===== config.mk =====
export PLATFORM = sky130hd
export DESIGN_NAME = usb_reg_master
export DESIGN_NICKNAME = d
export VERILOG_FILES = /design/src/rtl/usb_reg_master_pkg.sv /design/src/rtl/usb_reg_master.sv
export SDC_FILE = /design/constraint.sdc
export NUM_CORES = 1
export LEC_CHECK = 0
export CAP_MARGIN = 40
export CORE_MARGIN = 2
export CORE_UTILIZATION = 25
export DETAILED_ROUTE_END_ITERATION = 10
export PLACE_DENSITY_LB_ADDON = 0.15
export SLEW_MARGIN = 20
export SYNTH_ARGS = -nofsm -noshare
export SYNTH_HDL_FRONTEND = slang
export SYNTH_SLANG_ARGS = --single-unit

===== constraint.sdc =====
create_clock -name app_clk -period 2.6 [get_ports app_clk]
set_input_delay 0.39 -clock app_clk [delete_from_list [all_inputs] [get_ports app_clk]]
set_output_delay 0.39 -clock app_clk [all_outputs]
set_load 0.01 [all_outputs]

===== src/rtl/usb_reg_master_pkg.sv =====
// Shared types and defaults for the Wishbone-to-USB register-port initiator.
package usb_reg_master_pkg;

  typedef enum logic [1:0] {
    IDLE = 2'd0,
    REQ  = 2'd1,
    DONE = 2'd2
  } state_e;

  localparam int          TMO_CYCLES_DEF = 255;
  localparam logic [31:0] ERR_DATA_DEF   = 32'hDEAD_0BAD;
  localparam int          ERR_CNT_W      = 8;

endpackage


===== src/rtl/usb_reg_master.sv =====
// Wishbone-classic slave that turns each cycle into one held register request
// on the USB core register port, with a no-ack timeout and saturating error count.
module usb_reg_master
  import usb_reg_master_pkg::*;
#(
  parameter int            AW         = 11,
  parameter int            DW         = 32,
  parameter int            TMO_CYCLES = TMO_CYCLES_DEF,
  parameter logic [DW-1:0] ERR_DATA   = DW'(ERR_DATA_DEF)
) (
  input  logic                 app_clk,
  input  logic                 reset_ssn,
  input  logic                 wbs_cyc_i,
  input  logic                 wbs_stb_i,
  input  logic                 wbs_we_i,
  input  logic [AW-1:0]        wbs_adr_i,
  input  logic [DW-1:0]        wbs_dat_i,
  input  logic [DW/8-1:0]      wbs_sel_i,
  output logic [DW-1:0]        wbs_dat_o,
  output logic                 wbs_ack_o,
  output logic                 wbs_err_o,
  output logic                 reg_cs,
  output logic                 reg_wr,
  output logic [AW-1:0]        reg_addr,
  output logic [DW-1:0]        reg_wdata,
  output logic [DW/8-1:0]      reg_be,
  input  logic [DW-1:0]        reg_rdata,
  input  logic                 reg_ack,
  output logic [ERR_CNT_W-1:0] err_cnt
);

  localparam int            TW       = $clog2(TMO_CYCLES);
  localparam logic [TW-1:0] TMO_LAST = TW'(TMO_CYCLES - 1);

  state_e                 state_q, state_d;
  logic [TW-1:0]          timer_q, timer_d;
  logic                   abort_q, abort_d;
  logic                   reg_cs_q, reg_cs_d;
  logic                   reg_wr_q, reg_wr_d;
  logic [AW-1:0]          reg_addr_q, reg_addr_d;
  logic [DW-1:0]          reg_wdata_q, reg_wdata_d;
  logic [DW/8-1:0]        reg_be_q, reg_be_d;
  logic [DW-1:0]          dat_q, dat_d;
  logic                   ack_q, ack_d;
  logic                   err_q, err_d;
  logic [ERR_CNT_W-1:0]   err_cnt_q, err_cnt_d;

  always_comb begin
    state_d     = state_q;
    timer_d     = timer_q;
    abort_d     = abort_q;
    reg_cs_d    = reg_cs_q;
    reg_wr_d    = reg_wr_q;
    reg_addr_d  = reg_addr_q;
    reg_wdata_d = reg_wdata_q;
    reg_be_d    = reg_be_q;
    dat_d       = dat_q;
    ack_d       = 1'b0;
    err_d       = 1'b0;
    err_cnt_d   = err_cnt_q;

    case (state_q)
      IDLE: begin
        if (wbs_cyc_i && wbs_stb_i) begin
          reg_wr_d    = wbs_we_i;
          reg_addr_d  = wbs_adr_i;
          reg_wdata_d = wbs_dat_i;
          reg_be_d    = wbs_sel_i;
          reg_cs_d    = 1'b1;
          timer_d     = '0;
          abort_d     = 1'b0;
          state_d     = REQ;
        end
      end
      REQ: begin
        // A master abort only silences the Wishbone response; the register
        // transaction itself always completes so the target is never left mid-access.
        abort_d = abort_q | ~wbs_cyc_i;
        if (reg_ack) begin
          reg_cs_d = 1'b0;
          state_d  = DONE;
          if (!abort_d) begin
            ack_d = 1'b1;
            dat_d = reg_wr_q ? '0 : reg_rdata;
          end
        end else if (timer_q == TMO_LAST) begin
          reg_cs_d = 1'b0;
          state_d  = DONE;
          if (!abort_d) begin
            err_d = 1'b1;
            dat_d = ERR_DATA;
          end
          if (err_cnt_q != '1) begin
            err_cnt_d = err_cnt_q + 1'b1;
          end
        end else begin
          timer_d = timer_q + 1'b1;
        end
      end
      DONE: begin
        state_d = IDLE;
      end
      default: begin
        state_d = IDLE;
      end
    endcase
  end

  always_ff @(posedge app_clk) begin
    if (!reset_ssn) begin
      state_q     <= IDLE;
      timer_q     <= '0;
      abort_q     <= 1'b0;
      reg_cs_q    <= 1'b0;
      reg_wr_q    <= 1'b0;
      reg_addr_q  <= '0;
      reg_wdata_q <= '0;
      reg_be_q    <= '0;
      dat_q       <= '0;
      ack_q       <= 1'b0;
      err_q       <= 1'b0;
      err_cnt_q   <= '0;
    end else begin
      state_q     <= state_d;
      timer_q     <= timer_d;
      abort_q     <= abort_d;
      reg_cs_q    <= reg_cs_d;
      reg_wr_q    <= reg_wr_d;
      reg_addr_q  <= reg_addr_d;
      reg_wdata_q <= reg_wdata_d;
      reg_be_q    <= reg_be_d;
      dat_q       <= dat_d;
      ack_q       <= ack_d;
      err_q       <= err_d;
      err_cnt_q   <= err_cnt_d;
    end
  end

  assign wbs_dat_o = dat_q;
  assign wbs_ack_o = ack_q;
  assign wbs_err_o = err_q;
  assign reg_cs    = reg_cs_q;
  assign reg_wr    = reg_wr_q;
  assign reg_addr  = reg_addr_q;
  assign reg_wdata = reg_wdata_q;
  assign reg_be    = reg_be_q;
  assign err_cnt   = err_cnt_q;

endmodule

==> summary.md <==
| Metric | Value |
|---|---|
| Status | `complete, no violations` |
| # diodes | `0` |
| Main synth FF type | `dfxtp_1` |
| # IOs | `176` |
| Via count | `between 3000 and 4000` |
| Setup Skew | `between 0.008 and 0.009 ns` |
| Clk pwr share | `between 40% and 50%` |
| Top cells by area, synth | `dfxtp_1, nand2_1, a21oi_1` |
| Max cap viols | `0` |
| Pwr dens | `587.9 nW/µm²` |
| CTS tree | `yes` |
| P_int | `2805 µW` |
| Initial DRC Count | `127` |
| CTS Hold Bufs | `0` |
| Port Buf Inserts | `175` |
| Setup TNS | `0 ns` |
| Total CTS buffers | `9` |
| Leak pwr | `0.002186 µW` |
| Die area | `~17000 µm²` |
| Layout cells sized above 1 | `8.638%` |
| Number of global-route vias before repair | `3715` |
| Tmin final | `about 2 ns` |
| Vias per cell | `4.743` |
| Cells after synthesis | `433` |
| Layout Cells excl Fill | `790` |
| #FFs+latches synth | `~100` |
| Required time of the critical path | `2.89 ns` |
| Worst-Skew Late Latency | `approximately 0.35 ns` |
| Crit Path Class | `register to register` |
| Reg-to-reg startpoint | `timer_q[0]$_SDFFE_PN0P_` |
| Final GP Congestion | `0.7405` |
| CP max FO | `8` |
| Final setup fails | `0` |
| Worst slew pin tran | `0.5697 ns` |
| Relative slew slack | `62.02%` |
| Layout fillers | `1496` |
| Worst hold slack | `0.4543 ns` |
| Reg2reg setup slack | `around 0.59 ns` |
| Min-delay src | `reg_wdata[16]$_SDFFE_PN0P_` |
| Net Sw Frac | `22.72%` |
| NetSw | `around 800 µW` |
| Cell with the most instances after synthesis | `nand2_1` |
| Starting Density | `25.65%` |
| Largest area contributor in the netlist | `dfxtp_1` |
| Site row count | `between 40 and 50` |
| Clock root buffer | `clkbuf_16` |
| Largest net degree at the start of global routing | `52` |
| Final #Nets | `685` |
| Fin util | `between 40% and 50%` |
| Overall global routing resource usage | `a little over an eighth` |
| Clk sinks | `102` |
| Max Slew Vio Count | `0` |
| Max Clock Freq | `497.7 MHz` |
| Post-synth top area share | `approximately 52%` |
| Clk pin slew, worst setup/hold paths | `about 0.070 ns` |
| Crit path cell chain | `inv_1, ha_1, and3_1, a21o_1, a21oi_1, buf_4, a22o_1` |
| Cell family with most CP delay | `compound AO/OA/AOI/OAI gates` |
| Syn_nets | `521` |
| Worst Hold Class | `register to register` |
| Remaining Overflow, GRT | `0` |
| Number of buffer and inverter stages on the critical path | `2` |
| Final ANT Viol Nets | `0` |
| Power Total | `3630 µW` |
| Part of the power in registers | `45.1%` |
| Initial antenna violation count | `0` |
| Path depth of the worst reg2reg path | `7` |
| Synth Warn # | `0` |
| Distinct cells, synth | `44` |
| DR DRC count | `0` |
| DIE WIDTH | `128.9 µm` |
| HPWL Detailed | `7.660 mm` |
| Unrepaired setup endpoints after global routing | `no` |
| Post-CTS Setup Inserts | `0` |
| Startpoint types | `register` |
| Post-synth ARST share | `0%` |
| Post-Syn Area | `between 3000 and 4000 µm²` |
| Clk buf depth | `2` |
| H-tree levels | `3` |
| Syn Area/Cell | `9.004 µm²` |
| R2R Path End | `wbs_dat_o[6]$_SDFFE_PN0P_` |
| Placed instance count | `774` |
| EDFF count, synth | `0` |
| Crit path capture type | `register` |
| Avg WL per Cell | `approximately 14 µm` |
| Hold EP | `reg_wdata[16]$_SDFFE_PN0P_` |
| First-pass GRT wire length | `18.11 mm` |
| CP max stage cell | `a21oi_1` |
| Core Footprint | `between 15000 and 20000 µm²` |
| Hold Path Depth | `2` |
| Worst endpoint data arrival time | `2.30 ns` |
| Post-synth top cells | `nand2_1, dfxtp_1, a21oi_1, clkbuf_1, nor2b_1` |
| Die Y | `128.9 µm` |
| CTS resizes | `0` |
| Seq/Total Area, Yosys | `a little over half` |
| Final Hold Fails | `0` |
| 1st-pass router iterations | `5` |
| Final worst-path cycle share | `77.28%` |
| Area grow syn2layout | `58.38%` |
| Logic pwr share | `11.6%` |
| WL final | `between 10 and 15 mm` |
| CP peak stage delay | `0.46 ns` |
| Worst vdd ir | `347.6 µV` |
state kept, by name, summed over array words and instances (netlist names):
name and cells:
err_cnt 8, abort_q 1, reg_addr 11, wbs_err_o 1, state_q 2, reg_be 4
reg_wr 1, wbs_ack_o 1, wbs_dat_o 32, reg_cs 1, timer_q 8, reg_wdata 32
metrics by stage:
stage | setup slack [ns] | instance area (µm²)
global placement | 0.3637 | 5822
global route | 0.3788 | 6175
detailed placement | 0.3203 | 5829
finish | 0.5908 | 6175
floorplan | 0.7983 | 3899
CTS | 0.5421 | 6175
metal layers:
layer	share of wire, %	track usage (%)
met1	45	16.63
met2	46	22.07
met3	7.9	5.198
met4	1.3	4.604
met5	0	0
kinds of logic (layout without fill, tap and decap cells):
family	after synthesis	count (layout)	share of synthesized area, %
buf+inv	37	206	4.076
flops	102	102	52.37
simple gates	174	174	22.02
compound gates	117	117	20.57
fa+ha+maj	3	3	0.9629
area by class of cell:
cell class,instances,area (µm²),share of cell area (%)
tap,188,235.2,3.810
clock buffer,9,225.2,3.647
timing repair buffer,186,1834,29.71
sequential,102,2042,33.07
clock inverter,7,120.1,1.945
inverter,4,15.01,0.2432
multi-input combinational,294,1703,27.58
worst max-delay path by stage:
stage,cells after the start,to,startpoint,slack [ns]
after floorplan,8,wbs_dat_o[18]$_SDFFE_PN0P_,timer_q[0]$_SDFFE_PN0P_,0.80
after global placement,4,wbs_dat_o[24]$_SDFFE_PN0P_,reg_ack,0.36
after detailed placement,5,err_cnt[3]$_SDFFE_PN0P_,reg_ack,0.32
after CTS,7,wbs_dat_o[15]$_SDFFE_PN0P_,timer_q[0]$_SDFFE_PN0P_,0.54
after global routing,7,wbs_dat_o[15]$_SDFFE_PN0P_,timer_q[0]$_SDFFE_PN0P_,0.38
final,7,wbs_dat_o[6]$_SDFFE_PN0P_,timer_q[0]$_SDFFE_PN0P_,0.59
cells in the final DEF, fill, tap and decap left out, types with 2 or more instances in the layout:
cell type,instances
nand2b_1,2
dfxtp_1,102
nor2b_1,19
inv_1,3
inv_6,2
ha_1,3
o221a_2,18
clkbuf_16,9
or4_1,4
nand3_1,7
o211ai_1,2
o21ai_0,5
and3_1,6
nand4_1,2
nor3_1,3
o31ai_1,5
nor2_1,7
a22o_1,13
and4_1,3
o21ai_1,2
a21oi_1,63
clkdlybuf4s50_1,175
bufinv_16,3
nand3b_1,3
buf_4,11
or3_1,6
nand2_1,103
power by group through the flow:
stage / clock network [µW] / logic (µW) / registers [µW]
global placement: 0 / 423 / 1670
finish: 1570 / 422 / 1640
detailed placement: 0 / 425 / 1680
global route: 1680 / 462 / 1650
CTS: 1630 / 429 / 1640
floorplan: 0 / 141 / 1690
worst min-delay path: cells and delay by family (launching register included):
family / cells / cell delay [ns]
DFF: 1 / 0.31
and+or+nand+nor: 1 / 0.05
AOI/OAI and AO/OA: 1 / 0.05
Power figures use the tool's default switching activity.
